`src/rtl/me_lsu_pkg.sv`:
```
// me_lsu shared types: size/fault encodings, FSM states, default widths.
// Also holds the address-legality helper used by the LSU front end.
package me_lsu_pkg;

  localparam int DEF_ADDR_W     = 32;
  localparam int DEF_WORD_W     = 32;
  localparam int DEF_INSTR_W    = 32;
  localparam int DEF_REG_IDX_W  = 5;
  localparam int DEF_DEST_SRC_W = 2;
  localparam int DEF_TIMEOUT    = 255;

  typedef enum logic [1:0] {
    MEM_SIZE_B = 2'b00,
    MEM_SIZE_H = 2'b01,
    MEM_SIZE_W = 2'b10,
    MEM_SIZE_R = 2'b11
  } mem_size_e;

  typedef enum logic [1:0] {
    FAULT_NONE     = 2'b00,
    FAULT_MISALIGN = 2'b01,
    FAULT_SIZE     = 2'b10,
    FAULT_TIMEOUT  = 2'b11
  } fault_e;

  typedef enum logic [1:0] {
    ST_IDLE,
    ST_REQ,
    ST_WAIT,
    ST_DONE
  } lsu_state_e;

  function automatic fault_e addr_fault(
    input logic [1:0] size,
    input logic [1:0] a
  );
    fault_e f;
    f = FAULT_NONE;
    if (size == MEM_SIZE_R)
      f = FAULT_SIZE;
    else if (size == MEM_SIZE_H && a[0])
      f = FAULT_MISALIGN;
    else if (size == MEM_SIZE_W && a != 2'b00)
      f = FAULT_MISALIGN;
    return f;
  endfunction

endpackage

```
`src/rtl/me_load_align.sv`:
```
// Load data aligner: shifts the addressed lane down and extends it.
// Ports: rdata/off/size/uns in, data out (combinational).
module me_load_align
  import me_lsu_pkg::*;
#(
  parameter int WORD_W = DEF_WORD_W
) (
  input  logic [WORD_W-1:0] rdata,
  input  logic [1:0]        off,
  input  logic [1:0]        size,
  input  logic              uns,
  output logic [WORD_W-1:0] data
);

  logic [WORD_W-1:0] lane;

  assign lane = rdata >> {off, 3'b000};

  always_comb begin
    data = rdata;
    unique case (1'b1)
      size == MEM_SIZE_B:
        data = {{(WORD_W-8){~uns & lane[7]}}, lane[7:0]};
      size == MEM_SIZE_H:
        data = {{(WORD_W-16){~uns & lane[15]}}, lane[15:0]};
      default:
        data = rdata;
    endcase
  end

endmodule

```
`src/rtl/me_lsu.sv`:
```
// Memory-access stage: issues req/gnt/rvalid transactions, aligns loads,
// registers the MEM/WB result, and stalls upstream while a request is live.
module me_lsu
  import me_lsu_pkg::*;
#(
  parameter int ADDR_W     = DEF_ADDR_W,
  parameter int WORD_W     = DEF_WORD_W,
  parameter int INSTR_W    = DEF_INSTR_W,
  parameter int REG_IDX_W  = DEF_REG_IDX_W,
  parameter int DEST_SRC_W = DEF_DEST_SRC_W,
  parameter int TIMEOUT    = DEF_TIMEOUT
) (
  input  logic                  clk,
  input  logic                  clr,
  input  logic                  i_valid,
  input  logic [ADDR_W-1:0]     i_pc,
  input  logic [INSTR_W-1:0]    i_instr,
  input  logic [DEST_SRC_W-1:0] i_dest_src,
  input  logic [REG_IDX_W-1:0]  i_dest_reg,
  input  logic [WORD_W-1:0]     i_alu_eval,
  input  logic [WORD_W-1:0]     i_st_data,
  input  logic                  i_mem_en,
  input  logic                  i_mem_we,
  input  logic [1:0]            i_mem_size,
  input  logic                  i_mem_uns,
  output logic                  o_busy,
  output logic                  o_req,
  output logic                  o_we,
  output logic [ADDR_W-1:0]     o_addr,
  output logic [WORD_W-1:0]     o_wdata,
  output logic [3:0]            o_wmask,
  input  logic                  i_gnt,
  input  logic                  i_rvalid,
  input  logic [WORD_W-1:0]     i_rdata,
  output logic                  o_wb_valid,
  output logic [ADDR_W-1:0]     o_pc,
  output logic [INSTR_W-1:0]    o_instr,
  output logic [DEST_SRC_W-1:0] o_dest_src,
  output logic [REG_IDX_W-1:0]  o_dest_reg,
  output logic [WORD_W-1:0]     o_wb_data,
  output logic                  o_fault,
  output logic [1:0]            o_fault_cause
);

  localparam int CNT_W = $clog2(TIMEOUT + 1);

  lsu_state_e        state;
  logic [CNT_W-1:0]  cnt;
  fault_e            chk;
  logic              start;
  logic              tmo;
  logic [WORD_W-1:0] ld_data;
  logic              ev_wb;
  logic              ev_flt;
  fault_e            ev_cause;
  logic [WORD_W-1:0] ev_data;

  assign chk   = addr_fault(i_mem_size, i_alu_eval[1:0]);
  assign start = (state == ST_IDLE) & i_valid & i_mem_en
               & (chk == FAULT_NONE);
  // Last REQ/WAIT cycle before the counter would reach TIMEOUT.
  assign tmo   = (cnt == CNT_W'(TIMEOUT - 1));

  assign o_req  = (state == ST_REQ);
  assign o_busy = o_req | (state == ST_WAIT) | start;
  assign o_we   = o_req & i_mem_we;
  assign o_addr = {i_alu_eval[ADDR_W-1:2], 2'b00};

  always_comb begin
    o_wdata = i_st_data;
    o_wmask = 4'b1111;
    unique case (1'b1)
      i_mem_size == MEM_SIZE_B: begin
        o_wdata = {(WORD_W/8){i_st_data[7:0]}};
        o_wmask = 4'b0001 << i_alu_eval[1:0];
      end
      i_mem_size == MEM_SIZE_H: begin
        o_wdata = {(WORD_W/16){i_st_data[15:0]}};
        o_wmask = 4'b0011 << i_alu_eval[1:0];
      end
      default: begin
        o_wdata = i_st_data;
        o_wmask = 4'b1111;
      end
    endcase
  end

  me_load_align #(.WORD_W(WORD_W)) u_align (
    .rdata (i_rdata),
    .off   (i_alu_eval[1:0]),
    .size  (i_mem_size),
    .uns   (i_mem_uns),
    .data  (ld_data)
  );

  // Completion events; a real response wins over a same-cycle timeout.
  always_comb begin
    ev_wb    = 1'b0;
    ev_flt   = 1'b0;
    ev_cause = FAULT_NONE;
    ev_data  = i_alu_eval;
    unique case (state)
      ST_IDLE: begin
        if (i_valid & ~i_mem_en) begin
          ev_wb = 1'b1;
        end else if (i_valid & (chk != FAULT_NONE)) begin
          ev_flt   = 1'b1;
          ev_cause = chk;
        end
      end
      ST_REQ: begin
        if (i_gnt & i_mem_we) begin
          ev_wb = 1'b1;
        end else if (i_gnt & i_rvalid) begin
          ev_wb   = 1'b1;
          ev_data = ld_data;
        end else if (tmo) begin
          ev_flt   = 1'b1;
          ev_cause = FAULT_TIMEOUT;
        end
      end
      ST_WAIT: begin
        if (i_rvalid) begin
          ev_wb   = 1'b1;
          ev_data = ld_data;
        end else if (tmo) begin
          ev_flt   = 1'b1;
          ev_cause = FAULT_TIMEOUT;
        end
      end
      ST_DONE: ;
    endcase
  end

  always_ff @(posedge clk or posedge clr) begin
    if (clr) begin
      state         <= ST_IDLE;
      cnt           <= '0;
      o_wb_valid    <= 1'b0;
      o_pc          <= '0;
      o_instr       <= '0;
      o_dest_src    <= '0;
      o_dest_reg    <= '0;
      o_wb_data     <= '0;
      o_fault       <= 1'b0;
      o_fault_cause <= 2'b00;
    end else begin
      o_wb_valid    <= ev_wb;
      o_fault       <= ev_flt;
      o_fault_cause <= ev_cause;
      if (ev_wb | ev_flt) begin
        o_pc       <= i_pc;
        o_instr    <= i_instr;
        o_dest_src <= i_dest_src;
        o_dest_reg <= i_dest_reg;
      end
      if (ev_wb)
        o_wb_data <= ev_data;
      unique case (state)
        ST_IDLE: begin
          if (start) begin
            state <= ST_REQ;
            cnt   <= '0;
          end
        end
        ST_REQ: begin
          if (ev_wb | ev_flt) begin
            state <= ST_DONE;
          end else begin
            cnt <= cnt + 1'b1;
            if (i_gnt)
              state <= ST_WAIT;
          end
        end
        ST_WAIT: begin
          if (ev_wb | ev_flt)
            state <= ST_DONE;
          else
            cnt <= cnt + 1'b1;
        end
        ST_DONE:
          state <= ST_IDLE;
      endcase
    end
  end

endmodule

```
`config.mk`:
```
export PLATFORM = sky130hd
export DESIGN_NAME = me_lsu
export DESIGN_NICKNAME = d
export VERILOG_FILES = /design/src/rtl/me_lsu_pkg.sv /design/src/rtl/me_load_align.sv /design/src/rtl/me_lsu.sv
export SDC_FILE = /design/constraint.sdc
export NUM_CORES = 1
export LEC_CHECK = 0
export BUFFER_PORTS_ARGS = -buffer_cell sky130_fd_sc_hd__buf_2
export CELL_PAD_IN_SITES_DETAIL_PLACEMENT = 1
export CELL_PAD_IN_SITES_GLOBAL_PLACEMENT = 2
export CORE_MARGIN = 3
export CORE_UTILIZATION = 24
export DETAILED_ROUTE_END_ITERATION = 16
export PLACE_DENSITY = 0.83
export SETUP_SLACK_MARGIN = 0.05
export SLEW_MARGIN = 10
export SYNTH_ARGS = -nofsm -noshare
export SYNTH_HDL_FRONTEND = slang
export SYNTH_HIERARCHICAL = 1
export SYNTH_SLANG_ARGS = --single-unit
```
`constraint.sdc`:
```
create_clock -name clk -period 3.77 [get_ports clk]
set_clock_uncertainty 0.1 [all_clocks]
set_input_delay 0 -clock clk [delete_from_list [all_inputs] [get_ports clk]]
set_output_delay 0 -clock clk [all_outputs]
set_load 0.1 [all_outputs]
```
==> flow_summary.yaml, run 1 <==
clocking:
  cts_resized: 0
  cts_root_buf: "clkbuf_16"
  path_clk_slew_ps: 60
  worst_skew_pair.late_latency_ps: 410
  h-tree-depth: 4
  cts.sink_count: 117
  tritoncts: "built"
  cts_setup_buffers: 0
  numCtsBuffers: 17
  clk_path_buf_depth: 2
synthesis:
  synth_seq_cells: 117
  yosysTopAreaCell: "dfrtp_1"
  synth_cells: 766
  ys_types: 56
  synth-edff-count: 0
  netlist_area_sq_um: 6560
  yosys-top-cells-area: "dfrtp_1 45%, nand2_1 15%, buf_4 4.7%, a22oi_1 3.7%, a21oi_1 3.0%"
  yosys_warnings: 6
  syn_avg_cell_area_sq_um: 8.57
  yosys.area.top_type_share: 0.446
  synth_async_sr_flop_share: 1.00
  synth_top_flop_cell: "dfrtp_1"
  ys_seq_area_frac: 0.446
min_path:
  hold_path.class: "in -> reg"
  worstHoldEndpoint: "o_wb_data[31]"
  hp-start: "i_rdata[31]"
  min_path_cells: 5
placed_design:
  gp_congestion: 0.781
  dp_hpwl_mm: 18.2
  port_buffers: 352
  post-place-ws_ps: 1110
worst_setup_path:
  worstPathArrival_ps: 3090
  regToRegSetupSlack_ps: 900
  r2r-start: "state[1]"
  r2r_cells: 9
  worstPathRequired_ps: 3990
  critPathCaptureType: "register"
  start_kind: "register"
  worstSetupPathType: "reg -> reg"
  crit_fanout: 32
  r2r_end: "o_wb_data[29]"
layout:
  drive_gt1_frac: 0.357
  num-fill-cells: 3186
  area_growth_pct: 55.5
  largestRegisters: "o_instr x32, o_pc x32, o_wb_data x32"
  layout.nets: 1367
detailed_routing:
  dr.first_iter.drc_count: 321
  dr.pass1.iters: 4
  routed_wirelength_mm: 26.7
  vias_per_cell: 4.64
  drc: 0
  wire_per_inst_um: 17.4
  vias: 7108
  drtAntennaViolNets: 0
global_routing:
  antenna_found_initial: 1
  grt_use_total: 0.174
  overflow: 0
  grt_start_max_net_pins: 66
  grt_pass1_wl_mm: 40.5
  grt_pass1_vias: 7442
floorplan:
  core-area_sq_um: 26500
  dieArea_sq_um: 29400
  fp.dieH_um: 171
  die_width_um: 171
  io-pin-count: 355
  initial_core_util: 0.248
  rows: 59
sta:
  tns_ps: 0
  fin_crit_ps: 2870
  slew_viol_final: 0
  max_freq_ghz: 0.349
  layout_setup_ws_ps: 901
  tightest_slew_ps: 762
  relSlewSlack: 0.492
  rsz0062_at_grt: "no"
  min_period_over_period: 0.761
  final_hold_viol_count: 0
  finalSetupViolations: 0
run_status:
  status: "complete, no violations"
job:
  maxCapViolations: 0
## worst max-delay path, stage by stage (launching register included)
cell,delay [ps]
dfrtp_1,410
inv_1,120
ha_1,360
and2_1,220
nor2b_1,130
o211a_1,140
buf_4,360
a22oi_1,150
dlygate4sd3_1,590
a21oi_1,170
## how the worst max path moves through the flow
stage / start / to / slack (ps) / cells past startpoint
after floorplan: clr / cnt[0] / 570 / 1
after global placement: state[1] / cnt[2] / 1220 / 9
after detailed placement: state[1] / cnt[4] / 1110 / 9
after CTS: state[1] / o_wb_data[6] / 920 / 9
after global routing: state[1] / o_wb_data[29] / 650 / 9
final: state[1] / o_wb_data[29] / 900 / 9
## kinds of logic (layout without fill, tap and decap cells)
| kind of cell | after synthesis | after routing | synth area share |
|---|---|---|---|
| buffers and inverters | 103 | 533 | 0.0953 |
| muxes | 35 | 35 | 0.0587 |
| AOI/OAI and AO/OA | 156 | 156 | 0.170 |
| DFF | 117 | 117 | 0.446 |
| adders and majority gates | 6 | 6 | 0.0114 |
| other | 1 | 3 | 0.000571 |
| and+or+nand+nor | 348 | 348 | 0.218 |
## stage by stage
stage          hold WS [ps]   util  instances  area (sq um)
2_1_floorplan          12.4      -        767          6570
3_3_place_gp           63.8  0.313       1374          8300
3_5_place_dp           65.8  0.313       1374          8300
4_1_cts               0.883  0.385       1532         10200
5_1_grt                33.1  0.385       1533         10200
6_report               14.0  0.385       1533         10200
## what timing repair did
action / 4_1_cts / 5_1_grt
endpoints found under the setup margin: 0 / 0
endpoints found under the hold margin: 155 / 0
hold buffers: 126 / 0
## cell usage after synthesis (all sizes together), types with 3 or more instances
library cell	number
nand2	264
dfrtp	117
buf	68
nor2	44
a21oi	39
o21ai	35
a22oi	32
clkbuf	22
mux2	18
mux2i	16
inv	12
nand3	9
nand3b	9
o211a	8
o31ai	8
a22o	6
ha	6
o2bb2ai	6
nand2b	4
nor2b	4
o21bai	4
a2bb2oi	3
o311ai	3
## cell usage in the layout (no fill, tap or decap), drive strengths merged, types with 8 or more instances in the layout
master,count
a21oi,39
a22oi,32
buf,362
clkbuf,17
dfrtp,117
dlygate4sd3,126
inv,18
mux2,18
mux2i,16
nand2,264
nand3,9
nand3b,9
nor2,44
o211a,8
o21ai,35
o31ai,8
## per-layer routing
layer / vias up / wire length, um / track usage
met2: 239 / 13700 / 0.317
li1: 3391 / - / -
met3: 33 / 1560 / 0.0421
met1: 3445 / 10900 / 0.206
met5: - / 0 / 0
met4: 0 / 541 / 0.0462
## layout make-up
cell class | instances | area [sq um] | area share
multi-input combinational | 547 | 3040 | 0.298
tap | 335 | 419 | 0.0411
clock buffer | 17 | 425 | 0.0417
inverter | 13 | 51.3 | 0.00503
timing repair buffer | 488 | 3120 | 0.306
clock inverter | 15 | 218 | 0.0213
antenna | 1 | 2.50 | 0.000245
sequential | 117 | 2930 | 0.287
Power of run 1 is not shown: default switching activity piles up to over one toggle a cycle in this logic, so the estimate is an artifact.
==> run 2: changes to the inputs <==
ABC_AREA = 1   (was unset)
CORE_UTILIZATION = 21   (was 24)
PLACE_DENSITY = 0.8   (was 0.83)
clock period = 2.61 ns   (was 3.77 ns; I/O delays follow)
==> run 2 against run 1 <==
Net effect:
- non-clock buffer count is 23 higher
- global-route usage decreased by 0.17 points
- sequential share of layout area is 1.0 points lower
- area after synthesis rose by 2.1%
- core utilization decreased by 4.4 points
- critical endpoint is now o_fault_cause[0]
==> flow_summary.yaml, run 2 <==
run_status:
  status: "complete, no violations"
synthesis:
  yosysMostFrequentCell: "nand2_1"
  yosys.area.top_type_share: 0.437
  yosys.area_share.adder: 0.0112
  synth_seq_cells: 117
  synth_xor_area_frac: 0.00784
  synth_top_family_by_area: "simple AND/OR/NAND/NOR gates"
  ys_types: 31
  synth_compound_area_frac: 0.0928
  ys_seq_area_frac: 0.437
  syn_avg_cell_area_sq_um: 7.31
  synth_async_sr_flop_share: 1.00
  synth_top_flop_cell: "dfrtp_1"
  yosys.area_share.simple: 0.341
  synth-edff-count: 0
  yosysTopAreaCell: "dfrtp_1"
  synth_cells: 917
  yosys-top-cells-area: "dfrtp_1 44%, nand2_1 19%, nand3_1 9.3%, buf_4 5.4%, a21oi_1 5.1%"
  yosys-top-cells-count: "336 x nand2_1, 124 x nand3_1, 117 x dfrtp_1, 68 x a21oi_1, 63 x nor2_1"
  netlist_area_sq_um: 6700
  synth_mux_area_frac: 0
  yosys_warnings: 6
layout:
  layout_common_cells: "352 x buf_2, 336 x nand2_1, 145 x dlygate4sd3_1"
  drive_gt1_frac: 0.311
  area_growth_pct: 57.8
  layout.nets: 1537
  final_common_cell: "buf_2"
  largestRegisters: "o_instr x32, o_pc x32, o_wb_data x32"
  n_antenna_cell: 0
min_path:
  min_path_cells: 6
  worstHoldEndpoint: "o_wb_data[30]"
  hold_path.class: "in -> reg"
  hp-start: "i_mem_we"
worst_setup_path:
  slowest_delay_ps: 560
  worstSetupPathType: "reg -> reg"
  r2r_cells: 8
  regToRegSetupSlack_ps: 210
  r2r_end: "o_fault_cause[0]"
  crit_top_cell: "dlygate4sd3_1"
  crit_fanout: 6
  start_kind: "register"
  worstPathRequired_ps: 2870
  r2r-start: "state[0]"
  worstPathArrival_ps: 2660
  path_cells: "inv_2 -> ha_4 -> nand3_1 -> inv_1 -> nand2_1 -> dlygate4sd3_1 -> a21oi_1 -> dlygate4sd3_1"
  critPathSlowestCell: "dlygate4sd3_1"
  critPathCaptureType: "register"
placed_design:
  post-place-ws_ps: 416
  gp_congestion: 0.804
  port_buffers: 352
  dp_hpwl_mm: 20.1
detailed_routing:
  dr.first_iter.drc_count: 334
  dr.pass1.iters: 4
  vias: 7991
  vias_per_cell: 4.53
  drtAntennaViolNets: 0
  dr_wl_met3_mm: 1.49
  routed_wirelength_mm: 30.3
  wire_per_inst_um: 17.2
  wl_met1_mm: 12.4
  highest_layer: "met4"
  met2_wirelength_mm: 15.3
  drc: 0
sta:
  finalSetupViolations: 0
  tns_ps: 0
  relSlewSlack: 0.543
  max_freq_ghz: 0.416
  tightest_slew_ps: 685
  final_hold_viol_count: 0
  layout_setup_ws_ps: 208
  slew_viol_final: 0
  min_period_over_period: 0.920
  fin_crit_ps: 2400
  rsz0062_at_grt: "no"
global_routing:
  grt_start_max_net_pins: 118
  grt_pass1_wl_mm: 46.6
  grt_use_total: 0.173
  antenna_found_initial: 0
  overflow: 0
  grt_pass1_vias: 8679
clocking:
  clk_path_buf_depth: 2
  path_clk_slew_ps: 60
  cts.sink_count: 117
  cts_setup_buffers: 0
  worst_skew_pair.late_latency_ps: 420
  cts_root_buf: "clkbuf_16"
  numCtsBuffers: 17
  tritoncts: "built"
  h-tree-depth: 4
floorplan:
  rows: 64
  die_width_um: 185
  dieArea_sq_um: 34100
  fp.dieH_um: 185
  io-pin-count: 355
  initial_core_util: 0.216
  core-area_sq_um: 31000
job:
  maxCapViolations: 0
run 2: cell count changes after synthesis, moves of 13 or more:
cell	before	now
inv_1	12	27
nor2_1	44	63
mux2_2	17	0
nand3_1	9	124
a21oi_1	39	68
a22oi_1	32	0
mux2i_1	16	0
nand2_1	264	336
o21ai_0	19	40
buf_2	14	27
run 2: cells by family after synthesis:
group / Yosys count
and+or+nand+nor: 541
other: 1
buffers and inverters: 126
AOI/OAI and AO/OA: 120
DFF: 117
xor gates and xnor gates: 6
adders and majority gates: 6
run 2: timing repair:
action                                  CTS  global route
hold buffers                            145             0
resized for setup                         0             4
endpoints found under the setup margin    0             1
hold endpoints to repair                224             0
run 2: worst max-delay path by stage:
stage	endpoint	slack, ps	start
floorplan	o_wmask[1]	-70	i_mem_size[1]
global placement	state[0]	480	state[1]
finish	o_fault_cause[0]	210	state[0]
detailed placement	state[0]	420	state[0]
CTS	o_fault_cause[0]	100	state[0]
global route	o_fault_cause[0]	90	state[0]
run 2: area by class of cell:
class | count | area, sq um
clock inverter | 13 | 124
tap | 396 | 495
fill | 3828 | 20400
sequential | 117 | 2930
clock buffer | 19 | 443
multi-input combinational | 675 | 3070
inverter | 32 | 131
timing repair buffer | 511 | 3380
run 2: worst max-delay path: cells and delay by family (launching register included):
family	cells	cell delay (ps)
buffers and inverters	4	1310
AO/OA/AOI/OAI	1	140
AND/OR/NAND/NOR	2	190
flip-flops	1	430
adder cells (fa/ha/maj)	1	170
run 2: metal layers:
| layer | GRT usage | up-vias |
|---|---|---|
| met3 | 0.0351 | 72 |
| met5 | 0 | - |
| li1 | - | 3796 |
| met1 | 0.204 | 3836 |
| met2 | 0.305 | 287 |
| met4 | 0.0735 | 0 |
run 2: metrics by stage:
step / instances / area, sq um / utilization / hold slack [ps]
2_1_floorplan: 918 / 6710 / - / 9.62
4_1_cts: 1763 / 10600 / 0.341 / 0.772
3_3_place_gp: 1586 / 8540 / 0.276 / 93.8
5_1_grt: 1763 / 10600 / 0.341 / 46.2
6_report: 1763 / 10600 / 0.341 / 22.4
3_5_place_dp: 1586 / 8540 / 0.276 / 99.6
Power of run 2 is left out for the same reason.
==> run 3: changes to the inputs <==
CORE_UTILIZATION = 23   (was 21)
PLACE_DENSITY = 0.83   (was 0.8)
clock period = 2.3 ns   (was 2.61 ns; I/O delays follow)
==> run 3 against run 2 <==
Net effect:
- maximum frequency grew 13%
- core utilization up 4.3 points
- die area shrank 8.4%
- non-clock buffer count rose by 2
- final cell count decreased by 0.74%
- critical path type unchanged
- wire length grew 1.6%
- flip-flop and latch count is the same
- setup slack got worse by 30 ps
- cell area up 2.5%
- sequential share of layout area down 0.67 points
- largest cell class unchanged
==> flow_summary.yaml, run 3 (same netlist as run 2, synthesis figures left out) <==
placed_design:
  placed_cell_area_sq_um: 8720
  gp_congestion: 0.855
  port_buffers: 352
  post-place-ws_ps: 92.7
  dp_hpwl_mm: 19.5
  dp.cells: 1572
worst_setup_path:
  critPathSlowestCell: "dfrtp_1"
  crit_cells: 9
  worstSetupPathType: "reg -> reg"
  r2r_cells: 9
  worstPathRequired_ps: 2490
  path_delay_family: "buffers and inverters"
  crit_fanout: 39
  critPathCaptureType: "register"
  crit_top_cell: "a21oi_1"
  worstPathArrival_ps: 2310
  path_cells: "inv_2 -> ha_4 -> nand2_1 -> o211ai_1 -> nand2_4 -> buf_12 -> buf_4 -> a21oi_1 -> a21oi_1"
  worstPathBufferInverterCount: 3
  start_kind: "register"
  slowest_delay_ps: 430
layout:
  layout_common_cells: "343 x buf_2, 336 x nand2_1, 141 x dlygate4sd3_1"
  area_growth_pct: 61.7
  fin_area_sq_um: 10800
  layout.nets: 1539
  regArea_sq_um: 2930
  multi_input_area_sq_um: 3100
  stdcell_count: 1750
  drive_gt1_frac: 0.315
  final_common_cell: "buf_2"
  num-fill-cells: 3557
  largestRegisters: "o_instr x32, o_pc x32, o_wb_data x32"
detailed_routing:
  vias_per_cell: 4.61
  drtAntennaViolNets: 0
  dr.pass1.iters: 4
  wire_per_inst_um: 17.6
  routed_wirelength_mm: 30.7
  dr.first_iter.drc_count: 364
  drc: 0
  vias: 8059
sta:
  rsz0062_at_grt: "no"
  final_hold_viol_count: 0
  tightest_slew_ps: 680
  fin_crit_ps: 2120
  min_period_over_period: 0.923
  relSlewSlack: 0.547
  holdWs_ps: 42.7
  max_freq_ghz: 0.471
  slew_viol_final: 0
  finalSetupViolations: 0
  layout_setup_ws_ps: 178
floorplan:
  initial_core_util: 0.237
  rows: 61
  fp.dieH_um: 177
  dieArea_sq_um: 31200
  die_width_um: 177
  io-pin-count: 355
  core-area_sq_um: 28200
global_routing:
  grt_use_total: 0.190
  overflow: 0
  grt_pass1_wl_mm: 47.3
  grt_start_max_net_pins: 118
  antenna_found_initial: 2
  grt_pass1_vias: 8786
clocking:
  numCtsBuffers: 17
  path_clk_slew_ps: 60
  worst_skew_pair.late_latency_ps: 410
  cts.sink_count: 117
  cts_setup_buffers: 0
  clk_path_buf_depth: 2
  tritoncts: "built"
  cts_root_buf: "clkbuf_16"
  h-tree-depth: 4
job:
  maxCapViolations: 0
min_path:
  hold_path.class: "in -> reg"
  min_path_cells: 4
run_status:
  status: "complete, no violations"
## run 3: cell types whose count changed in the layout (fill, tap and decap cells not counted), moves of 3 or more
| cell | previous run | this run |
|---|---|---|
| diode_2 | 0 | 3 |
| buf_2 | 352 | 343 |
| dlygate4sd3_1 | 145 | 141 |
| buf_12 | 5 | 17 |
## run 3: path summary, 6_finish.rpt
| path | startpoint | to | slack [ps] |
|---|---|---|---|
| max | state[1] | o_wb_data[30] | 180 |
| min | i_alu_eval[0] | o_wb_data[0] | 40 |
| max in group asynchronous | clr | o_wb_data[9] | 1350 |
| min reg2reg | o_pc[14] | o_pc[14] | 410 |
| min in group asynchronous | clr | o_pc[19] | 250 |
| max reg2reg | state[1] | o_wb_data[30] | 180 |
## run 3: timing repair
action                                 in CTS  in global routing
gates resized for setup                     0                 10
endpoints found under the hold margin     223                  0
setup endpoints to repair                   0                106
hold buffers                              141                  0
## run 3: worst min-delay path, cell delays in order
cell	delay (ps)
buf_2	130
buf_12	160
a21oi_1	150
a21oi_1	70
## run 3: final cells by class
class | count | share of cell area
timing repair buffer | 513 | 0.332
clock inverter | 13 | 0.0139
tap | 378 | 0.0436
sequential | 117 | 0.270
inverter | 32 | 0.0121
antenna | 3 | 0.000693
multi-input combinational | 675 | 0.286
clock buffer | 19 | 0.0409
## run 3: per-layer routing
metal,routed length (um),track usage,part of all wire,vias up
li1,-,-,-,3807
met1,12300,0.218,0.40,3896
met2,15700,0.345,0.51,289
met3,1540,0.0343,0.050,67
met4,1140,0.0805,0.037,0
met5,0,0,0,-
## run 3: per-stage QoR
step | TNS [ps] | utilization
5_1_grt | 0 | 0.384
3_5_place_dp | 0 | 0.309
2_1_floorplan | -766 | -
3_3_place_gp | 0 | 0.309
6_report | 0 | 0.384
4_1_cts | 0 | 0.380
Power of run 3 is left out for the same reason.
